$ cat src/rtl/inv_sqrt_arbiter_pkg.sv
// Shared constants for the inverse-square-root arbiter: FSM encoding, requester indices and
// default widths/limits.
package inv_sqrt_arbiter_pkg;

  localparam int unsigned ACC_MAG_SQR_WIDTH = 32;
  localparam int unsigned DEFAULT_TIMEOUT   = 64;

  localparam int unsigned REQ_ACC  = 0;
  localparam int unsigned REQ_QUAT = 1;

  typedef enum logic [1:0] {
    StIdle  = 2'd0,
    StIssue = 2'd1,
    StWait  = 2'd2,
    StResp  = 2'd3
  } state_e;

endpackage

$ cat src/rtl/inv_sqrt_arbiter_if.sv
// Requester and core handshake buses around the inverse-square-root arbiter.
// Index [0] is the accelerometer requester, [1] the quaternion requester.
interface inv_sqrt_arbiter_if #(
  parameter int unsigned DATA_W = 32
);
  logic [1:0]          req_valid;
  logic [1:0]          req_ready;
  logic [2*DATA_W-1:0] req_data;
  logic [1:0]          rsp_valid;
  logic [1:0]          rsp_ready;
  logic [DATA_W-1:0]   rsp_data;
  logic                rsp_err;
  logic                core_valid_in;
  logic                core_ready_in;
  logic [DATA_W-1:0]   core_data_in;
  logic                core_valid_out;
  logic                core_ready_out;
  logic [DATA_W-1:0]   core_data_out;

  // The arbiter itself.
  modport master (
    input  req_valid, req_data, rsp_ready, core_ready_in, core_valid_out, core_data_out,
    output req_ready, rsp_valid, rsp_data, rsp_err, core_valid_in, core_data_in, core_ready_out
  );

  // The requesters and the core taken together.
  modport slave (
    output req_valid, req_data, rsp_ready, core_ready_in, core_valid_out, core_data_out,
    input  req_ready, rsp_valid, rsp_data, rsp_err, core_valid_in, core_data_in, core_ready_out
  );
endinterface

$ cat src/rtl/inv_sqrt_arbiter_rr_arb2.sv
// Combinational two-way round-robin grant; ptr_i names the favoured requester.
module rr_arb2 (
  input  logic [1:0] req_i,
  input  logic       ptr_i,
  output logic [1:0] grant_o
);
  always_comb begin
    grant_o[0] = req_i[0] & (~ptr_i | ~req_i[1]);
    grant_o[1] = req_i[1] & (ptr_i | ~req_i[0]);
  end
endmodule

$ cat src/rtl/inv_sqrt_arbiter.sv
// Shares one multi-cycle inverse-square-root core between acc and quat normalisation.
// Optional watchdog abort on a silent core is enabled by defining INV_SQRT_WDT_EN.
module inv_sqrt_arbiter
  import inv_sqrt_arbiter_pkg::*;
#(
  parameter int unsigned DATA_W  = ACC_MAG_SQR_WIDTH,
  parameter int unsigned TIMEOUT = DEFAULT_TIMEOUT
) (
  input  logic               clk,
  input  logic               rst,
  inv_sqrt_arbiter_if.master bus
);

  state_e            state_q;
  logic              owner_q;
  logic              rr_ptr_q;
  logic [DATA_W-1:0] op_q;
  logic [DATA_W-1:0] result_q;
  logic [1:0]        arb_req;
  logic [1:0]        grant;
  logic              drop;

`ifdef INV_SQRT_WDT_EN
  localparam int unsigned CntW = $clog2(TIMEOUT + 1);

  logic [CntW-1:0] cnt_q;
  logic            drop_q;
  logic            err_q;

  assign drop = drop_q;
`else
  assign drop = 1'b0;
`endif

  // No new grants while a timed-out result may still arrive from the core.
  assign arb_req = (state_q == StIdle && !drop) ? bus.req_valid : 2'b00;

  rr_arb2 u_rr_arb2 (
    .req_i   (arb_req),
    .ptr_i   (rr_ptr_q),
    .grant_o (grant)
  );

  always_comb begin
    bus.req_ready      = grant;
    bus.core_valid_in  = (state_q == StIssue);
    bus.core_data_in   = op_q;
    bus.core_ready_out = (state_q == StWait) | drop;
    bus.rsp_valid      = 2'b00;
    if (state_q == StResp) bus.rsp_valid[owner_q] = 1'b1;
    bus.rsp_data       = result_q;
`ifdef INV_SQRT_WDT_EN
    bus.rsp_err        = err_q;
`else
    bus.rsp_err        = 1'b0;
`endif
  end

  always_ff @(posedge clk or posedge rst) begin
    if (rst) begin
      state_q  <= StIdle;
      owner_q  <= 1'b0;
      rr_ptr_q <= 1'b0;
      op_q     <= '0;
      result_q <= '0;
`ifdef INV_SQRT_WDT_EN
      cnt_q    <= '0;
      drop_q   <= 1'b0;
      err_q    <= 1'b0;
`endif
    end else begin
`ifdef INV_SQRT_WDT_EN
      if (drop_q && bus.core_valid_out) drop_q <= 1'b0;
`endif
      unique case (state_q)
        StIdle: begin
          if (|grant) begin
            op_q    <= grant[REQ_QUAT] ? bus.req_data[REQ_QUAT*DATA_W +: DATA_W]
                                       : bus.req_data[REQ_ACC*DATA_W +: DATA_W];
            owner_q <= grant[REQ_QUAT];
            state_q <= StIssue;
          end
        end
        StIssue: begin
          if (bus.core_ready_in) begin
            state_q <= StWait;
`ifdef INV_SQRT_WDT_EN
            cnt_q   <= '0;
`endif
          end
        end
        StWait: begin
          if (bus.core_valid_out) begin
            result_q <= bus.core_data_out;
`ifdef INV_SQRT_WDT_EN
            err_q    <= 1'b0;
`endif
            state_q  <= StResp;
          end
`ifdef INV_SQRT_WDT_EN
          else if (cnt_q == CntW'(TIMEOUT - 1)) begin
            result_q <= '0;
            err_q    <= 1'b1;
            drop_q   <= 1'b1;
            state_q  <= StResp;
          end else begin
            cnt_q <= cnt_q + 1'b1;
          end
`endif
        end
        StResp: begin
          if (bus.rsp_ready[owner_q]) begin
            rr_ptr_q <= ~owner_q;
            state_q  <= StIdle;
          end
        end
        default: state_q <= StIdle;
      endcase
    end
  end

endmodule
$ cat src/flat_wrapper.sv
// flat-port wrapper written by rule: the top's interface ports become plain ports
module inv_sqrt_arbiter_flat import inv_sqrt_arbiter_pkg::*;
#(
  parameter int unsigned DATA_W  = ACC_MAG_SQR_WIDTH,
  parameter int unsigned TIMEOUT = DEFAULT_TIMEOUT
)
  (clk, rst, bus_req_valid, bus_req_data, bus_rsp_ready, bus_core_ready_in, bus_core_valid_out, bus_core_data_out, bus_req_ready, bus_rsp_valid, bus_rsp_data, bus_rsp_err, bus_core_valid_in, bus_core_data_in, bus_core_ready_out);
  inv_sqrt_arbiter_if #(.DATA_W(DATA_W)) bus_i ();
  input  logic clk;
  input  logic rst;
  input wire logic [$bits(bus_i.req_valid)-1:0] bus_req_valid;
  input wire logic [$bits(bus_i.req_data)-1:0] bus_req_data;
  input wire logic [$bits(bus_i.rsp_ready)-1:0] bus_rsp_ready;
  input wire logic [$bits(bus_i.core_ready_in)-1:0] bus_core_ready_in;
  input wire logic [$bits(bus_i.core_valid_out)-1:0] bus_core_valid_out;
  input wire logic [$bits(bus_i.core_data_out)-1:0] bus_core_data_out;
  output wire logic [$bits(bus_i.req_ready)-1:0] bus_req_ready;
  output wire logic [$bits(bus_i.rsp_valid)-1:0] bus_rsp_valid;
  output wire logic [$bits(bus_i.rsp_data)-1:0] bus_rsp_data;
  output wire logic [$bits(bus_i.rsp_err)-1:0] bus_rsp_err;
  output wire logic [$bits(bus_i.core_valid_in)-1:0] bus_core_valid_in;
  output wire logic [$bits(bus_i.core_data_in)-1:0] bus_core_data_in;
  output wire logic [$bits(bus_i.core_ready_out)-1:0] bus_core_ready_out;
  assign bus_i.req_valid = bus_req_valid;
  assign bus_i.req_data = bus_req_data;
  assign bus_i.rsp_ready = bus_rsp_ready;
  assign bus_i.core_ready_in = bus_core_ready_in;
  assign bus_i.core_valid_out = bus_core_valid_out;
  assign bus_i.core_data_out = bus_core_data_out;
  assign bus_req_ready = bus_i.req_ready;
  assign bus_rsp_valid = bus_i.rsp_valid;
  assign bus_rsp_data = bus_i.rsp_data;
  assign bus_rsp_err = bus_i.rsp_err;
  assign bus_core_valid_in = bus_i.core_valid_in;
  assign bus_core_data_in = bus_i.core_data_in;
  assign bus_core_ready_out = bus_i.core_ready_out;
  inv_sqrt_arbiter #(.DATA_W(DATA_W), .TIMEOUT(TIMEOUT)) u_core (.clk(clk), .rst(rst), .bus(bus_i));
endmodule
$ cat config.mk
export PLATFORM = sky130hd
export DESIGN_NAME = inv_sqrt_arbiter_flat
export DESIGN_NICKNAME = d
export VERILOG_FILES = /design/src/rtl/inv_sqrt_arbiter_pkg.sv /design/src/rtl/inv_sqrt_arbiter_if.sv /design/src/rtl/inv_sqrt_arbiter_rr_arb2.sv /design/src/rtl/inv_sqrt_arbiter.sv /design/src/flat_wrapper.sv
export SDC_FILE = /design/constraint.sdc
export NUM_CORES = 1
export LEC_CHECK = 0
export CORE_ASPECT_RATIO = 2
export CORE_MARGIN = 10
export CORE_UTILIZATION = 38
export DETAILED_ROUTE_END_ITERATION = 6
export HOLD_SLACK_MARGIN = 0.02
export PLACE_DENSITY = 0.81
export SYNTH_ARGS = -nofsm -noshare
export SYNTH_HDL_FRONTEND = slang
export SYNTH_SLANG_ARGS = --single-unit
$ cat constraint.sdc
create_clock -name clk -period 2.55 [get_ports clk]
set_input_delay 0.255 -clock clk [delete_from_list [all_inputs] [get_ports clk]]
set_output_delay 0.255 -clock clk [all_outputs]
set_load 0.05 [all_outputs]
# ---- Word-level counts from Yosys, hierarchy flattened
# Cells that the tools add are included.
dict set report classes {
  magnitude_cmp 2
  n_eq_ne 7
  n_mux 12
  bitwise_logic 8
  reduce_logical 7
}
# cell count
set ops {}
lappend ops {{2-to-1 mux 32 bit} 1}
lappend ops {{2-to-1 mux 2 bit} 6}
lappend ops {{!= test 2 bit (second input constant)} 4}
lappend ops {{case mux 2 bit (4 select lines)} 1}
lappend ops {{AND reduction 2 bit} 3}
lappend ops {{equality test 2 bit (second input constant)} 2}
lappend ops {{inverter 1 bit} 4}
lappend ops {{AND reduction 4 bit} 1}
lappend ops {{2-to-1 mux 1 bit} 3}
lappend ops {{AND 1 bit} 2}
lappend ops {{equality test 2 x 1 -> 1 bit (second input constant)} 1}
lappend ops {{logical NOT 2 bit} 1}
lappend ops {{< comparator 1 x 2 -> 1 bit (second input constant)} 1}
lappend ops {{OR 1 bit} 2}
lappend ops {{OR reduction 2 bit} 1}
lappend ops {{demux 1 bit (select 1 bit)} 1}
lappend ops {{>= comparator 1 bit (second input constant)} 1}
lappend ops {{logical AND 1 bit} 1}
dict set report word_totals {
  reg_bits 68
  out_inout_bits 71
  wordCells 41
}

# ---- Depth between registers and ports, before layout
dict set report logic_depth {
  depth_word 8
  depth_mapped 7
  mapped_depth_nobuf 5
}

# ---- Modules after synthesis
# From an unflattened synthesis, not the netlist that was laid out.
dict set report unflattened {
  hier_cells 242
  area_unflattened_um2 2982.9
}
# module instances cells_per_inst area_per_inst_um2 seq_area_each_um2
set modules_own_cells {}
lappend modules_own_cells {inv_sqrt_arbiter 1 239 2964.1 1701.6}
lappend modules_own_cells {rr_arb2 1 3 18.8 0.0}

# ---- Worst setup path before layout
# OpenSTA, ideal clock, no wires.
dict set report synth_path {
  kind {reg-to-reg}
  startpoint {reg u_core.state_q[0]}
  endpoint {reg u_core.result_q[0] (netlist: u_core.bus.rsp_data[0])}
  arrival_ns 1.675
  path_slack_ns 0.750
  path_stages_with_launch 6
  path_buffers 1
  synth_period_minus_slack_ns 1.800
  cell_sequence {dfrtp_1 -> inv_1 -> ha_1 -> nand2_1 -> buf_2 -> mux2_2}
}
dict set report synth_via {
  elab_chain_len 2
}
# element line_no
set synth_rtl {}
lappend synth_rtl {{from (decl)} inv_sqrt_arbiter.sv:14} ;# state_e state_q;
lappend synth_rtl {{from (signal assigned)} inv_sqrt_arbiter.sv:61} ;# state_q <= StIdle;
lappend synth_rtl {{from (signal assigned)} inv_sqrt_arbiter.sv:81} ;# state_q <= StIssue;
lappend synth_rtl {{from (signal assigned)} inv_sqrt_arbiter.sv:86} ;# state_q <= StWait;
lappend synth_rtl {{equality test 2 bit} -}
lappend synth_rtl {{named net bus_core_ready_out} flat_wrapper.sv:23} ;# output wire logic [$bits(bus_i.core_ready_out)-1:0] bus_core_ready_out;
lappend synth_rtl {{AND reduction 2 bit (no source line)} -}
lappend synth_rtl {{to (signal assigned)} inv_sqrt_arbiter.sv:94} ;# result_q <= bus.core_data_out;
lappend synth_rtl {{to (decl)} inv_sqrt_arbiter.sv:18} ;# logic [DATA_W-1:0] result_q;
# The timed path passes the listed nets, and every way through them passes these cells.
# A chain may end at the register's enable or synchronous reset.

# ---- Final worst setup path
dict set report layout_path {
  startpoint {reg u_core.state_q[1]}
  endpoint {out bus_rsp_valid[0]}
}
dict set report layout_via {
  elab_chain_len 2
}
# element line_no
set layout_rtl {}
lappend layout_rtl {{equality test 2 bit} inv_sqrt_arbiter.sv:50} ;# if (state_q == StResp) bus.rsp_valid[owner_q] = 1'b1;
lappend layout_rtl {{2-to-1 mux 2 bit} inv_sqrt_arbiter.sv:50}
lappend layout_rtl {{to (decl)} flat_wrapper.sv:18} ;# output wire logic [$bits(bus_i.rsp_valid)-1:0] bus_rsp_valid;
# Every way passes these cells.

==> impl_metrics.py <==
metrics = {
    "global_routing": {
        "first_global_vias": 2662,
        "grt_max_degree": 38,
        "globalRouteOverflowTotal": 0,
        "antenna_found_initial": 0,
        "grt.total_usage": 0.155,
        "grt_pass1_wl_um": 14900,
    },
    "critical_path": {
        "critPathMaxFanout": 5,
        "cp_top_family": "buffers and inverters",
        "cp-end-kind": "output port",
        "path_class": "flip-flop to output port",
        "crit_arrival_ns": 1.93,
        "max_stage_delay_ns": 0.82,
        "cp.buffers_inverters": 1,
        "critPathLaunchType": "flip-flop",
        "path_cells": "ha_1 > nor2b_1 > clkdlybuf4s50_1",
        "cp_slowest_cell": "clkdlybuf4s50_1",
        "required_ns": 2.30,
    },
    "timing": {
        "final-max-slew-violation-count": 0,
        "setup_tns_ns": 0,
        "tightest_slew_ns": 0.619,
        "setup_slack_ns": 0.360,
        "hold_viol_final": 0,
        "slew_headroom": 0.587,
        "period_needed_ns": 2.19,
        "max_freq_mhz": 457,
        "fin_skew_ns": 0.00359,
        "rsz0062_at_grt": "false",
        "fin_crit_sh": 0.859,
        "setup_viol": 0,
    },
    "die": {
        "die_x_um": 82.9,
        "fp.dieH_um": 146,
        "row_count": 45,
        "core_area_um2": 7660,
        "dieArea_um2": 12100,
        "ios": 175,
        "start_util": 0.393,
    },
    "clock_tree": {
        "clk_path_buf_depth": 2,
        "cts_setup_buffers": 0,
        "postCtsResizedCells": 0,
        "root_buffer": "clkbuf_16",
        "clock_sinks": 68,
        "cts.htree.levels": 3,
        "cts_tree": "done",
        "clkTransAtPathRegs_ns": 0.05,
        "cts_buffers": 9,
        "ctsHoldBuffers": 0,
        "clkLatencyLatePin_ns": 0.33,
    },
    "yosys": {
        "yosys_warnings": 0,
        "ys_ff_latch": 68,
        "avgSynthCellArea_um2": 12.3,
        "postSynthCellCount": 244,
        "syn-num-nets": 352,
        "synthDistinctLibCells": 24,
        "synthesis.area_um2": 3010,
        "seq_area_frac_synth": 0.566,
    },
    "placed_design": {
        "preCtsSetupSlack_ns": 0.618,
        "place.gp.congestion": 0.776,
        "port_buffers": 173,
        "placed_cell_area_um2": 4810,
        "hpwl_um": 7600,
    },
    "flow_run": {
        "maxCapViolations": 0,
    },
    "routing": {
        "first_iter_violations": 59,
        "wl_um": 9260,
        "vias": 2406,
        "ant_nets": 0,
        "drcViolationCount": 0,
        "firstDrtPassIters": 4,
        "avgViaCountPerCell": 4.64,
        "wire_per_inst_um": 17.9,
    },
    "power": {
        "ir_drop_v": 0.000840,
        "p_leak_nw": 2.35,
        "powerDensity_nw_per_um2": 1480,
    },
    "cells_and_area": {
        "syn2layout_area_growth_pct": 69.2,
        "drive_gt1_frac": 0.153,
        "nets": 528,
        "post-route-cell-area_um2": 5090,
        "antenna_cells": 0,
    },
    "min_path": {
        "hold_class": "primary input to async pin",
    },
    "status": {
        "status": "complete, no violations",
    },
}
-- worst paths after layout --
kind / endpoint / slack, ns / cells past startpoint / startpoint
worst max-delay path: bus_rsp_valid[0] / 0.36 / 3 / u_core.state_q[1]$_DFFE_PP0P_
worst min-delay path: u_core.bus.rsp_data[29]$_DFFE_PP0P_ / 0.33 / 2 / rst
worst max register to register: u_core.bus.core_data_in[17]$_DFFE_PP0P_ / 0.85 / 6 / u_core.state_q[0]$_DFFE_PP0P_
worst min register to register: u_core.bus.core_data_in[18]$_DFFE_PP0P_ / 0.48 / 2 / u_core.bus.core_data_in[18]$_DFFE_PP0P_
max in group asynchronous: u_core.bus.rsp_data[17]$_DFFE_PP0P_ / 1.61 / 3 / rst
min in group clk: u_core.bus.core_data_in[18]$_DFFE_PP0P_ / 0.48 / 2 / u_core.bus.core_data_in[18]$_DFFE_PP0P_
-- report_power, final --
group,switching [mW],total [mW],internal (mW)
logic,2.86,4.47,1.62
registers,0.286,1.91,1.63
clock network,0.430,1.13,0.701
total,3.57,7.52,3.94
-- cell usage after synthesis (all sizes together) --
library cell / n / area, um^2
a22oi: 1 / 7.51
a211oi: 1 / 7.51
mux2: 33 / 372
ha: 4 / 50.1
o211ai: 1 / 12.5
a222oi: 1 / 10.0
a21oi: 2 / 10.0
nand2: 40 / 150
buf: 12 / 114
inv: 7 / 26.3
o21ai: 34 / 185
nor2: 1 / 3.75
dfrtp: 68 / 1700
mux2i: 33 / 330
nor2b: 1 / 6.26
and2: 1 / 6.26
conb: 1 / 3.75
clkbuf: 3 / 11.3
-- stage by stage --
step                std cells  hold WS, ns   util  total power [mW]
finish                    518        0.326  0.665              7.52
floorplan                 244        0.405      -              4.93
detailed placement        503        0.473  0.628              6.47
global route              518        0.383  0.665              7.92
global placement          503        0.463  0.628              6.36
CTS                       518        0.338  0.665              7.62
-- per-layer routing --
metal / GRT usage / up-vias / part of all wire
li1: - / 1181 / -
met1: 0.147 / 1104 / 0.34
met2: 0.284 / 106 / 0.57
met3: 0.0610 / 15 / 0.074
met4: 0.0651 / 0 / 0.023
met5: 0 / - / 0
-- registers in the layout, summed over array words and instances, names as in the netlist --
| signal | flops |
|---|---|
| u_core.bus.core_data_in | 32 |
| u_core.bus.rsp_data | 32 |
| u_core.state_q | 2 |
| u_core.owner_q | 1 |
| u_core.rr_ptr_q | 1 |
-- placed cells by master (no fill, tap or decap) --
| master | n |
|---|---|
| and2_1 | 1 |
| buf_4 | 8 |
| clkinvlp_4 | 2 |
| o21ai_0 | 5 |
| clkbuf_16 | 9 |
| o211ai_4 | 1 |
| o21ai_4 | 1 |
| nor2_1 | 1 |
| clkinv_2 | 2 |
| a211oi_1 | 1 |
| buf_12 | 1 |
| o21ai_2 | 4 |
| ha_1 | 4 |
| clkbuf_8 | 2 |
| a222oi_1 | 1 |
| mux2i_1 | 33 |
| nor2b_1 | 1 |
| a22oi_1 | 1 |
| conb_1 | 1 |
| inv_2 | 2 |
| mux2_2 | 33 |
| nand2_1 | 40 |
| inv_1 | 5 |
| dfrtp_1 | 68 |
| clkdlybuf4s50_1 | 171 |
| a21oi_1 | 2 |
| o21ai_1 | 24 |
-- layout make-up --
type / count / area, um^2
fill: 624 / 2570
tap: 94 / 118
clock buffer: 11 / 253
timing repair buffer: 180 / 1790
clock inverter: 4 / 25.0
sequential: 68 / 1700
inverter: 7 / 26.3
multi-input combinational: 154 / 1170
-- cells by family after synthesis --
| logic type | share of synthesized area |
|---|---|
| AND/OR/NAND/NOR | 0.0553 |
| buffers and inverters | 0.0503 |
| flip-flops | 0.566 |
| other | 0.00125 |
| multiplexers | 0.233 |
| adder cells (fa/ha/maj) | 0.0166 |
| AO/OA/AOI/OAI | 0.0774 |
No activity file was read; power rests on OpenSTA's default activity.
